$ cat config.mk
export PLATFORM = sky130hd
export DESIGN_NAME = fe_capture_sequencer_flat
export DESIGN_NICKNAME = d
export VERILOG_FILES = /design/src/rtl/fe_capture_sequencer_pkg.sv /design/src/rtl/fe_capture_sequencer_if.sv /design/src/rtl/fe_timestamp_counter.sv /design/src/rtl/fe_capture_sequencer.sv /design/src/flat_wrapper.sv
export SDC_FILE = /design/constraint.sdc
export NUM_CORES = 1
export LEC_CHECK = 0
export ABC_CLOCK_PERIOD_IN_PS = 3150
export BUFFER_PORTS_ARGS = -buffer_cell sky130_fd_sc_hd__buf_4
export CORE_ASPECT_RATIO = 1.5
export CORE_MARGIN = 2
export CORE_UTILIZATION = 53
export CTS_CLUSTER_SIZE = 28
export DETAILED_ROUTE_END_ITERATION = 7
export GPL_TIMING_DRIVEN = 0
export PLACE_DENSITY = 0.78
export RECOVER_POWER = 25
export SETUP_SLACK_MARGIN = 0.2
export SYNTH_ARGS = -nofsm -noshare
export SYNTH_HDL_FRONTEND = slang
export SYNTH_SLANG_ARGS = --single-unit
$ cat constraint.sdc
create_clock -name fe_clk -period 3.15 [get_ports fe_clk]
set_input_delay 0.7875 -clock fe_clk [delete_from_list [all_inputs] [get_ports fe_clk]]
set_output_delay 0.7875 -clock fe_clk [all_outputs]
set_load 0.02 [all_outputs]
$ cat src/rtl/fe_capture_sequencer_pkg.sv
// Shared constants for the front-end capture sequencer: FIFO command
// encodings, sequencer state encoding and a small width helper.
package fe_capture_sequencer_pkg;

  localparam logic [1:0] FE_FIFO_CMD_DATA = 2'b00;
  localparam logic [1:0] FE_FIFO_CMD_STAT = 2'b01;
  localparam logic [1:0] FE_FIFO_CMD_TIME = 2'b10;

  typedef enum logic [1:0] {
    StIdle    = 2'd0,
    StArmed   = 2'd1,
    StCapture = 2'd2,
    StDone    = 2'd3
  } fe_state_e;

  function automatic int unsigned max_width(int unsigned a, int unsigned b);
    return (a > b) ? a : b;
  endfunction

endpackage

$ cat src/rtl/fe_capture_sequencer_if.sv
// Datapath-side bundle of the capture sequencer: event/command inputs coming
// from fe_capture_usb and the FIFO write port going back to it.
// master: the sequencer. slave: the datapath.
interface fe_capture_sequencer_if #(
  parameter int unsigned pTIMESTAMP_FULL_WIDTH = 16
) ();

  logic                             I_event;
  logic [1:0]                       I_data_cmd;
  logic [15:0]                      I_max_short_timestamp;
  logic                             I_fifo_write_allowed;
  logic [pTIMESTAMP_FULL_WIDTH-1:0] O_fifo_time;
  logic [1:0]                       O_fifo_command;
  logic                             O_fifo_wr;

  modport master (
    input  I_event,
    input  I_data_cmd,
    input  I_max_short_timestamp,
    input  I_fifo_write_allowed,
    output O_fifo_time,
    output O_fifo_command,
    output O_fifo_wr
  );

  modport slave (
    output I_event,
    output I_data_cmd,
    output I_max_short_timestamp,
    output I_fifo_write_allowed,
    input  O_fifo_time,
    input  O_fifo_command,
    input  O_fifo_wr
  );

endinterface

$ cat src/rtl/fe_timestamp_counter.sv
// Inter-event timestamp counter. t_now_o is the number of edges since the
// last clear, counting the current edge, saturating at all-ones; is_long_o
// flags that this gap no longer fits the short-time encoding.
module fe_timestamp_counter
  import fe_capture_sequencer_pkg::*;
#(
  parameter int unsigned pTIMESTAMP_FULL_WIDTH  = 16,
  parameter int unsigned pTIMESTAMP_SHORT_WIDTH = 3
) (
  input  logic                             fe_clk,
  input  logic                             reset_i,
  input  logic                             clear_i,
  input  logic [15:0]                      max_short_i,
  output logic [pTIMESTAMP_FULL_WIDTH-1:0] t_now_o,
  output logic                             is_long_o
);

  // Wide enough for the counter, the 16-bit limit and any short field.
  localparam int unsigned CmpW =
    max_width(max_width(pTIMESTAMP_FULL_WIDTH, 16), pTIMESTAMP_SHORT_WIDTH + 1);

  logic [pTIMESTAMP_FULL_WIDTH-1:0] t_q;

  // Saturating increment; t_q holds the count up to the previous edge.
  always_comb begin
    t_now_o   = (t_q == '1) ? t_q : t_q + 1'b1;
    is_long_o = CmpW'(t_now_o) > CmpW'(max_short_i);
  end

  // Counter register: cleared on trigger/arm/accepted event.
  always_ff @(posedge fe_clk) begin
    if (reset_i || clear_i) begin
      t_q <= '0;
    end else begin
      t_q <= t_now_o;
    end
  end

endmodule

$ cat src/rtl/fe_capture_sequencer.sv
// Capture controller for the USB front-end: arm/trigger/capture/done
// sequencing, per-event FIFO command selection and long-gap TIME entries.
// Optional build macro FE_CAPTURE_LEN_EN adds the write-count limit and the
// CAPTURE -> DONE stop; without it I_capture_len is ignored and O_done is 0.
module fe_capture_sequencer
  import fe_capture_sequencer_pkg::*;
#(
  parameter int unsigned pTIMESTAMP_FULL_WIDTH  = 16,
  parameter int unsigned pTIMESTAMP_SHORT_WIDTH = 3,
  parameter int unsigned pCAPTURE_LEN_WIDTH     = 24
) (
  input  logic                          fe_clk,
  input  logic                          reset_i,
  input  logic                          I_arm,
  input  logic                          I_trigger,
  input  logic [pCAPTURE_LEN_WIDTH-1:0] I_capture_len,
  fe_capture_sequencer_if.master        fifo_if,
  output logic                          O_capturing,
  output logic                          O_done,
  output logic                          O_overflow
);

  localparam int unsigned TW = pTIMESTAMP_FULL_WIDTH;

  fe_state_e state_q, state_d;
  logic      arm_q;

  logic keep_going, arm_rise, trig_start, ev_take;
  logic [TW-1:0] ts_now;
  logic          ts_long;

  // Stage 1: event accepted last edge. Stage 2: data/stat slot pending.
  logic          s1_valid_q, s1_long_q;
  logic [TW-1:0] s1_time_q;
  logic          s2_valid_q;
  logic [TW-1:0] s2_time_q;

  logic          want_time, want_data, issue;
  logic [TW-1:0] slot_time;
  logic          wr_q, slot_is_time_q;
  logic [TW-1:0] time_q;

  logic overflow_q, capturing_q;
  logic limit_hit, done_hit;

  assign keep_going = (state_q == StCapture) && I_arm;
  assign arm_rise   = (state_q == StIdle) && I_arm && !arm_q;
  assign trig_start = (state_q == StArmed) && I_arm && I_trigger;
  assign ev_take    = keep_going && fifo_if.I_event;

  fe_timestamp_counter #(
    .pTIMESTAMP_FULL_WIDTH  (pTIMESTAMP_FULL_WIDTH),
    .pTIMESTAMP_SHORT_WIDTH (pTIMESTAMP_SHORT_WIDTH)
  ) u_ts (
    .fe_clk      (fe_clk),
    .reset_i     (reset_i),
    .clear_i     (arm_rise || trig_start || ev_take),
    .max_short_i (fifo_if.I_max_short_timestamp),
    .t_now_o     (ts_now),
    .is_long_o   (ts_long)
  );

  // Slot selection. A long event's TIME slot can never meet another event's
  // data slot while max short >= 1; data wins should that ever be violated.
  always_comb begin
    want_time = s1_valid_q && s1_long_q;
    want_data = s2_valid_q;
    slot_time = want_data ? s2_time_q : s1_time_q;
    issue     = keep_going && (want_time || want_data) && !limit_hit;
  end

`ifdef FE_CAPTURE_LEN_EN
  logic [pCAPTURE_LEN_WIDTH-1:0] count_q;
  logic                          done_q;

  always_comb begin
    limit_hit = (I_capture_len != '0) && (count_q >= I_capture_len);
    done_hit  = issue && (I_capture_len != '0) &&
                (({1'b0, count_q} + 1'b1) >= {1'b0, I_capture_len});
  end

  // Write counter, TIME entries included; restarts on every arm.
  always_ff @(posedge fe_clk) begin
    if (reset_i || arm_rise) begin
      count_q <= '0;
    end else if (issue) begin
      count_q <= count_q + 1'b1;
    end
  end

  // Registered DONE decode.
  always_ff @(posedge fe_clk) begin
    if (reset_i) begin
      done_q <= 1'b0;
    end else begin
      done_q <= (state_d == StDone);
    end
  end

  assign O_done = done_q;
`else
  logic unused_capture_len;

  assign unused_capture_len = ^I_capture_len;
  assign limit_hit          = 1'b0;
  assign done_hit           = 1'b0;
  assign O_done             = 1'b0;
`endif

  // Next-state logic; dropping I_arm wins from any state.
  always_comb begin
    state_d = state_q;
    unique case (state_q)
      StIdle:    if (arm_rise)   state_d = StArmed;
      StArmed:   if (trig_start) state_d = StCapture;
      StCapture: if (done_hit)   state_d = StDone;
      StDone:    state_d = StDone;
      default:   state_d = StIdle;
    endcase
    if (!I_arm) state_d = StIdle;
  end

  // State, arm edge detector, status decodes and sticky overflow.
  always_ff @(posedge fe_clk) begin
    if (reset_i) begin
      state_q     <= StIdle;
      arm_q       <= 1'b0;
      capturing_q <= 1'b0;
      overflow_q  <= 1'b0;
    end else begin
      state_q     <= state_d;
      arm_q       <= I_arm;
      capturing_q <= (state_d == StCapture);
      if (arm_rise) begin
        overflow_q <= 1'b0;
      end else if (wr_q && !fifo_if.I_fifo_write_allowed) begin
        overflow_q <= 1'b1;
      end
    end
  end

  // Event pipeline and registered write port; leaving CAPTURE flushes it.
  always_ff @(posedge fe_clk) begin
    if (reset_i) begin
      s1_valid_q     <= 1'b0;
      s1_long_q      <= 1'b0;
      s1_time_q      <= '0;
      s2_valid_q     <= 1'b0;
      s2_time_q      <= '0;
      wr_q           <= 1'b0;
      slot_is_time_q <= 1'b0;
      time_q         <= '0;
    end else begin
      s1_valid_q     <= ev_take;
      s1_long_q      <= ts_long;
      s1_time_q      <= ts_now;
      s2_valid_q     <= s1_valid_q && keep_going;
      s2_time_q      <= s1_long_q ? '0 : s1_time_q;
      wr_q           <= issue;
      slot_is_time_q <= issue && !want_data;
      time_q         <= issue ? slot_time : '0;
    end
  end

  // Data-slot command is I_data_cmd as presented in that very cycle.
  always_comb begin
    fifo_if.O_fifo_command = 2'b00;
    if (wr_q) begin
      fifo_if.O_fifo_command = slot_is_time_q ? FE_FIFO_CMD_TIME : fifo_if.I_data_cmd;
    end
  end

  assign fifo_if.O_fifo_wr   = wr_q;
  assign fifo_if.O_fifo_time = time_q;
  assign O_capturing         = capturing_q;
  assign O_overflow          = overflow_q;

endmodule
$ cat src/flat_wrapper.sv
// flat-port wrapper written by rule: the top's interface ports become plain ports
module fe_capture_sequencer_flat import fe_capture_sequencer_pkg::*;
#(
  parameter int unsigned pTIMESTAMP_FULL_WIDTH  = 16,
  parameter int unsigned pTIMESTAMP_SHORT_WIDTH = 3,
  parameter int unsigned pCAPTURE_LEN_WIDTH     = 24
)
  (fe_clk, reset_i, I_arm, I_trigger, I_capture_len, O_capturing, O_done, O_overflow, fifo_if_I_event, fifo_if_I_data_cmd, fifo_if_I_max_short_timestamp, fifo_if_I_fifo_write_allowed, fifo_if_O_fifo_time, fifo_if_O_fifo_command, fifo_if_O_fifo_wr);
  fe_capture_sequencer_if #(.pTIMESTAMP_FULL_WIDTH(pTIMESTAMP_FULL_WIDTH)) fifo_if_i ();
  input  logic fe_clk;
  input  logic reset_i;
  input  logic I_arm;
  input  logic I_trigger;
  input  logic [pCAPTURE_LEN_WIDTH-1:0] I_capture_len;
  output logic O_capturing;
  output logic O_done;
  output logic O_overflow;
  input wire logic [$bits(fifo_if_i.I_event)-1:0] fifo_if_I_event;
  input wire logic [$bits(fifo_if_i.I_data_cmd)-1:0] fifo_if_I_data_cmd;
  input wire logic [$bits(fifo_if_i.I_max_short_timestamp)-1:0] fifo_if_I_max_short_timestamp;
  input wire logic [$bits(fifo_if_i.I_fifo_write_allowed)-1:0] fifo_if_I_fifo_write_allowed;
  output wire logic [$bits(fifo_if_i.O_fifo_time)-1:0] fifo_if_O_fifo_time;
  output wire logic [$bits(fifo_if_i.O_fifo_command)-1:0] fifo_if_O_fifo_command;
  output wire logic [$bits(fifo_if_i.O_fifo_wr)-1:0] fifo_if_O_fifo_wr;
  assign fifo_if_i.I_event = fifo_if_I_event;
  assign fifo_if_i.I_data_cmd = fifo_if_I_data_cmd;
  assign fifo_if_i.I_max_short_timestamp = fifo_if_I_max_short_timestamp;
  assign fifo_if_i.I_fifo_write_allowed = fifo_if_I_fifo_write_allowed;
  assign fifo_if_O_fifo_time = fifo_if_i.O_fifo_time;
  assign fifo_if_O_fifo_command = fifo_if_i.O_fifo_command;
  assign fifo_if_O_fifo_wr = fifo_if_i.O_fifo_wr;
  fe_capture_sequencer #(.pTIMESTAMP_FULL_WIDTH(pTIMESTAMP_FULL_WIDTH), .pTIMESTAMP_SHORT_WIDTH(pTIMESTAMP_SHORT_WIDTH), .pCAPTURE_LEN_WIDTH(pCAPTURE_LEN_WIDTH)) u_core (.fe_clk(fe_clk), .reset_i(reset_i), .I_arm(I_arm), .I_trigger(I_trigger), .I_capture_len(I_capture_len), .fifo_if(fifo_if_i), .O_capturing(O_capturing), .O_done(O_done), .O_overflow(O_overflow));
endmodule
==> results of run 1 <==
flip-flops by register name (all words and copies together) (netlist names):
register and count:
u_core.slot_is_time_q 1, u_core.fifo_if.O_fifo_time 16, u_core.s2_time_q 16, u_core.fifo_if.O_fifo_wr 1, u_core.s2_valid_q 1, u_core.s1_valid_q 1, u_core.state_q 2, u_core.s1_long_q 1
u_core.O_capturing 1, u_core.O_overflow 1, u_core.arm_q 1, u_core.s1_time_q 16, u_core.u_ts.t_q 16
final cells by class:
class / instances / area, sq um
Inverter: 27 / 101.3
Clock buffer: 10 / 137.6
Multi-Input combinational cell: 222 / 1590
Buffer: 12 / 55.05
Timing Repair Buffer: 46 / 330.3
Tap cell: 72 / 90.09
Sequential cell: 74 / 1483
Fill cell: 483 / 1934
Clock inverter: 6 / 63.81
routing by layer:
layer | share of wire (%) | vias up | routed length, um | GRT usage (%)
met5 | 0 | - | 0 | 0
met2 | 53 | 92 | 3461 | 37.77
met3 | 4.4 | 19 | 286 | 4.224
met1 | 39 | 1117 | 2531 | 23.60
met4 | 3.7 | 0 | 240 | 10.83
li1 | - | 1274 | - | -
metrics by stage:
step                      instance area, sq um  power, mW  setup slack (ns)  util (%)  hold WS [ns]
after floorplan                           3149      1.019            0.6354         -        0.4209
after global placement                    3570      1.053            0.1134     61.70        0.4293
after detailed placement                  3570      1.057           0.08595     61.70        0.4455
after CTS                                 3791      1.775            0.2047     65.53        0.4550
after global routing                      3851      1.840            0.2115     66.57        0.4713
final                                     3851      1.766            0.3410     66.57        0.4544
worst max-delay path, stage by stage (launching register included):
cell	delay, ns
dfxtp_1	0.48
and3_1	0.30
nand2_1	0.27
nor3_4	0.36
xor2_1	0.24
ha_1	0.28
nand4_1	0.15
a311oi_1	0.09
a211o_1	0.29
o31a_1	0.24
worst paths after layout:
check / endpoint / startpoint / cells after the start
setup / recovery: u_core.s1_long_q / u_core.u_ts.t_q[2] / 9
hold / removal: u_core.s2_time_q[14] / u_core.s1_time_q[14] / 1
setup reg to reg: u_core.s1_long_q / u_core.u_ts.t_q[2] / 9
hold reg to reg: u_core.s2_time_q[14] / u_core.s1_time_q[14] / 1
report_power, final:
group	internal, mW	switching, mW
clock network	0.387	0.343
registers	0.944	0.00639
logic	0.0409	0.0445
total	1.37	0.394
logic make-up after synthesis:
| family | share of synthesized area, % |
|---|---|
| compound gates | 9.773 |
| fa+ha+maj | 6.754 |
| xor+xnor | 0.5563 |
| mux | 6.714 |
| buf+inv | 4.927 |
| other cells | 0.1191 |
| flops | 47.04 |
| simple gates | 24.12 |
placed cells by master, fill, tap and decap left out, types with 3 or more instances in the layout:
master    netlist  final
nor3_1         10      9
and4_1          3      3
nor4_4          1      4
buf_4           1     43
clkbuf_8        0     10
nand3b_1        3      3
a21oi_1        11     11
nand3_1        10     10
nand2_1        12     11
inv_1          27     27
buf_2           4      4
nand4_1         9      9
mux2i_1        20     20
nor2b_1         7      7
and2_1         22     20
a31oi_1         4      4
nor2_1         45     45
o21ai_0         5      6
and3_1          4      4
dfxtp_1        74     73
ha_1           17     16
clkbuf_1        6     10
timing repair:
item	CTS	global route
resized for setup	2	13
pin swaps	1	7
buffers inserted	1	1
cloned	0	0
setup endpoints to repair	1	1
==> impl_metrics.tcl, run 1 <==
set metrics [dict create \
    htreeDepth 3 \
    area_growth_pct 22.29 \
    cp-start-kind "flop" \
    dp_cells 451 \
    wire_per_inst_um 13.90 \
    core_sq_um 5786 \
    synth_seq_area_share_pct 47.04 \
    dr.pass1.iters 6 \
    async_reset_ff_share_pct 0 \
    cts-root-buf "clkbuf_8" \
    ys.flop_type "dfxtp_1" \
    clock-sinks 74 \
    start_util_pct 54.43 \
    drive_above_1_share_pct 20.40 \
    synth.distinct_cells 51 \
    cts_made_buffers 9 \
    io_buffers 44 \
    wl_um 6519 \
    finalClockSkew_ns 0.008407 \
    synth_edf_count 0 \
    synth_area_per_cell_sq_um 9.401 \
    hold_viol_final 0 \
    vias 2502 \
    antenna_cells 0 \
    die_area_sq_um 6588 \
    pin_count 70 \
    insertion_delay_ns 0.34 \
    peakVddDrop_mv 0.2595 \
    grt.total_usage_pct 21.38 \
    drtIter0Drc 101 \
    die_w_um 66.94 \
    synth_top_area_share_pct 47.04 \
    worstPathMaxFanout 7 \
    yosys_warnings 0 \
    synth_common_cells "dfxtp_1, nor2_1, inv_1" \
    syn_nets 400 \
    hp-class "flop to flop" \
    finalSetupViolations 0 \
    drv_cap 0 \
    grt_pass1_wl_um 10720 \
    clk_pin_slew_worst_paths_ns 0.08 \
    fin_crit_ns 2.809 \
    yosysMostFrequentCell "dfxtp_1" \
    reg2reg_slack_ns 0.34 \
    cts_buffer_depth 2 \
    num_rows 34 \
    ant_nets 0 \
    die_h_um 98.41 \
    ys_top_cells_by_area "dfxtp_1, ha_1, mux2i_1" \
    rsz0062_at_grt "false" \
    place_congestion 0.9257 \
    slew_viol_final 0 \
    worstMarginPinSlew_ns 0.7477 \
    cts_tree "yes" \
    synth_top_area_cell "dfxtp_1" \
    ys_ff_latch 74 \
    grt_overflow 0 \
    cp.arrival_ns 3.05 \
    antenna_found_initial 0 \
    endpoint_kind "flop" \
    grt_max_degree 14 \
    nets 457 \
    drcViolationCount 0 \
    dp_hpwl_um 4954 \
    holdBufCountCts 0 \
    worstPathRequired_ns 3.39 \
    fin_crit_sh_pct 89.17 \
    run_status "completed" \
    p_per_area_nw_per_um2 458.5 \
    crit_type "flop to flop" \
    power.leakage_nw 1.676 \
    vias_per_cell 5.335 \
    synth_area_sq_um 3149 \
    fmax_mhz 356.0 \
    grt_pass1_vias 2377 \
    slew_headroom_pct 49.63 \
    fin_setup_tns_ns 0 \
    stdcell_count 469 \
    syn_inst 335 \
]
No activity file was read; power rests on OpenSTA's default activity.
==> run 2: changes to the inputs <==
--- a/config.mk
+++ b/config.mk
@@ -16,3 +16,3 @@
 export PLACE_DENSITY = 0.78
-export RECOVER_POWER = 25
+export RECOVER_POWER = 100
 export SETUP_SLACK_MARGIN = 0.2
--- a/constraint.sdc
+++ b/constraint.sdc
@@ -3,2 +3,2 @@
 set_output_delay 0.7875 -clock fe_clk [all_outputs]
-set_load 0.02 [all_outputs]
+set_load 0.005 [all_outputs]
==> run 2 against run 1 <==
Effect of this change:
- sequential share of layout area barely moved
- cell area hardly changed
- core utilization about the same
- sequential cell count is the same
- worst hold slack about the same
- final cell count is the same
- maximum frequency decreased by 1.8%
- combinational power fell by 1%
- non-clock buffer count is the same
- critical path depth rose by 1
- die area unchanged
- power down 0.34%
- highest routed layer unchanged
==> impl_metrics.tcl, run 2 (synthesis results as in run 1) <==
set metrics [dict create \
    io_buffers 44 \
    slew_headroom_pct 49.63 \
    nets 457 \
    grt_max_degree 14 \
    antenna_cells 0 \
    fmax_mhz 349.4 \
    ant_nets 0 \
    place_congestion 0.9257 \
    run_status "completed" \
    clk_pin_slew_worst_paths_ns 0.08 \
    worstPathRequired_ns 3.38 \
    core_sq_um 5786 \
    rr_startpoint "u_core.u_ts.t_q[4]" \
    cp.arrival_ns 3.09 \
    fin_crit_sh_pct 90.85 \
    grt_pass1_wl_um 10720 \
    power_switching_share_pct 22.03 \
    cts_made_buffers 9 \
    use_met1_pct 23.60 \
    vias 2484 \
    mostFrequentLayoutCells "dfxtp_1, nor2_1, inv_1" \
    slew_viol_final 0 \
    antenna_found_initial 0 \
    wl_um 6443 \
    register_area_sq_um 1483 \
    cp-start-kind "flop" \
    r2r-end "u_core.s1_long_q" \
    busiest_layer "met2" \
    met2_usage_pct 37.77 \
    die_h_um 98.41 \
    nFillCells 482 \
    wire_per_inst_um 13.74 \
    power.leakage_nw 1.659 \
    combPwrFrac_pct 4.8 \
    whs_path_depth 1 \
    area_growth_pct 22.37 \
    cts-root-buf "clkbuf_8" \
    grt_pass1_vias 2377 \
    crit_type "flop to flop" \
    rsz0062_at_grt "false" \
    peakVddDrop_mv 0.2585 \
    p_int_mw 1.372 \
    power_frac_seq_pct 54.0 \
    dr.pass1.iters 4 \
    p_per_area_nw_per_um2 456.7 \
    reg2reg_depth 10 \
    drv_cap 0 \
    insertion_delay_ns 0.33 \
    hold_viol_final 0 \
    final_common_cell "dfxtp_1" \
    dp_cells 451 \
    hold_slack_ns 0.4540 \
    start_util_pct 54.43 \
    die_area_sq_um 6588 \
    pin_count 70 \
    die_w_um 66.94 \
    vias_per_cell 5.296 \
    worstMarginPinSlew_ns 0.7477 \
    preCtsSetupSlack_ns 0.08595 \
    clock-sinks 74 \
    drcViolationCount 0 \
    power.total_mw 1.760 \
    grt.total_usage_pct 21.38 \
    finalSetupViolations 0 \
    multi_input_area_sq_um 1590 \
    worstPathMaxFanout 7 \
    finalClockSkew_ns 0.007916 \
    stdcell_count 469 \
    clockPowerShare_pct 41.2 \
    grt_overflow 0 \
    worst_slack_ns 0.2881 \
    hold_end "u_core.s2_time_q[14]" \
    cts_buffer_depth 2 \
    cts_tree "yes" \
    switchingPower_mw 0.3878 \
    dp_hpwl_um 4954 \
    drtIter0Drc 116 \
    htreeDepth 3 \
    min-delay-start "u_core.s1_time_q[14]" \
    fin_setup_tns_ns 0 \
    fin_crit_ns 2.862 \
    hp-class "flop to flop" \
    use_met3_pct 4.224 \
    drive_above_1_share_pct 20.40 \
    num_rows 34 \
    reg2reg_slack_ns 0.29 \
    endpoint_kind "flop" \
]
-- run 2: cell count changes in the layout (fill, tap and decap cells not counted), sizes merged --
cell	change
buf	-22
clkbuf	+22
-- run 2: layout make-up --
class / instances / share of cell area [%]
clock buffer: 10 / 3.571
multi-input combinational: 222 / 41.27
sequential: 74 / 38.47
inverter: 27 / 2.630
buffer: 12 / 1.396
tap: 72 / 2.338
clock inverter: 6 / 1.656
timing repair buffer: 46 / 8.669
-- run 2: what timing repair did --
action                     in CTS  in global routing
setup endpoints to repair       1                  1
pin swaps                       1                  7
buffers inserted                1                  1
gates cloned                    0                  0
hold buffers                    0                  0
gates resized for setup         2                 13
-- run 2: metrics by stage --
stage	utilization [%]	cell area (sq um)
global route	66.61	3854
global placement	61.70	3570
floorplan	-	3149
detailed placement	61.70	3570
CTS	65.53	3791
finish	66.61	3854
-- run 2: worst max-delay path, cell delays in order, from the launching register on --
cell,delay [ns]
dfxtp_1,0.43
nand2_1,0.31
nor4_4,0.40
clkbuf_1,0.27
a31oi_1,0.17
nor2_1,0.14
ha_1,0.26
nand4_1,0.16
a311oi_1,0.09
a211o_1,0.29
o31a_1,0.24
-- run 2: power groups by stage --
| stage | sequential (mW) | clock [mW] | combinational, mW |
|---|---|---|---|
| 5_1_grt | 0.952 | 0.790 | 0.0960 |
| 2_1_floorplan | 0.970 | 0 | 0.0478 |
| 3_5_place_dp | 0.972 | 0 | 0.0846 |
| 3_3_place_gp | 0.971 | 0 | 0.0811 |
| 6_report | 0.950 | 0.725 | 0.0841 |
| 4_1_cts | 0.950 | 0.739 | 0.0855 |
-- run 2: how the worst max path moves through the flow --
stage                  startpoint          endpoint  slack (ns)  cells past startpoint
2_1_floorplan  u_core.u_ts.t_q[0]  u_core.s1_long_q        0.64                     10
3_3_place_gp   u_core.u_ts.t_q[0]  u_core.s1_long_q        0.11                     10
3_5_place_dp   u_core.u_ts.t_q[0]  u_core.s1_long_q        0.09                     10
4_1_cts        u_core.u_ts.t_q[9]  u_core.s1_long_q        0.20                     10
5_1_grt        u_core.u_ts.t_q[4]  u_core.s1_long_q        0.11                     10
6_report       u_core.u_ts.t_q[4]  u_core.s1_long_q        0.29                     10
-- run 2: metal layers --
metal / part of all wire [%] / wire length (um) / vias up
met5: 0 / 0 / -
met4: 2.6 / 165 / 0
met2: 54 / 3492 / 79
met1: 39 / 2507 / 1120
li1: - / - / 1274
met3: 4.3 / 278 / 11
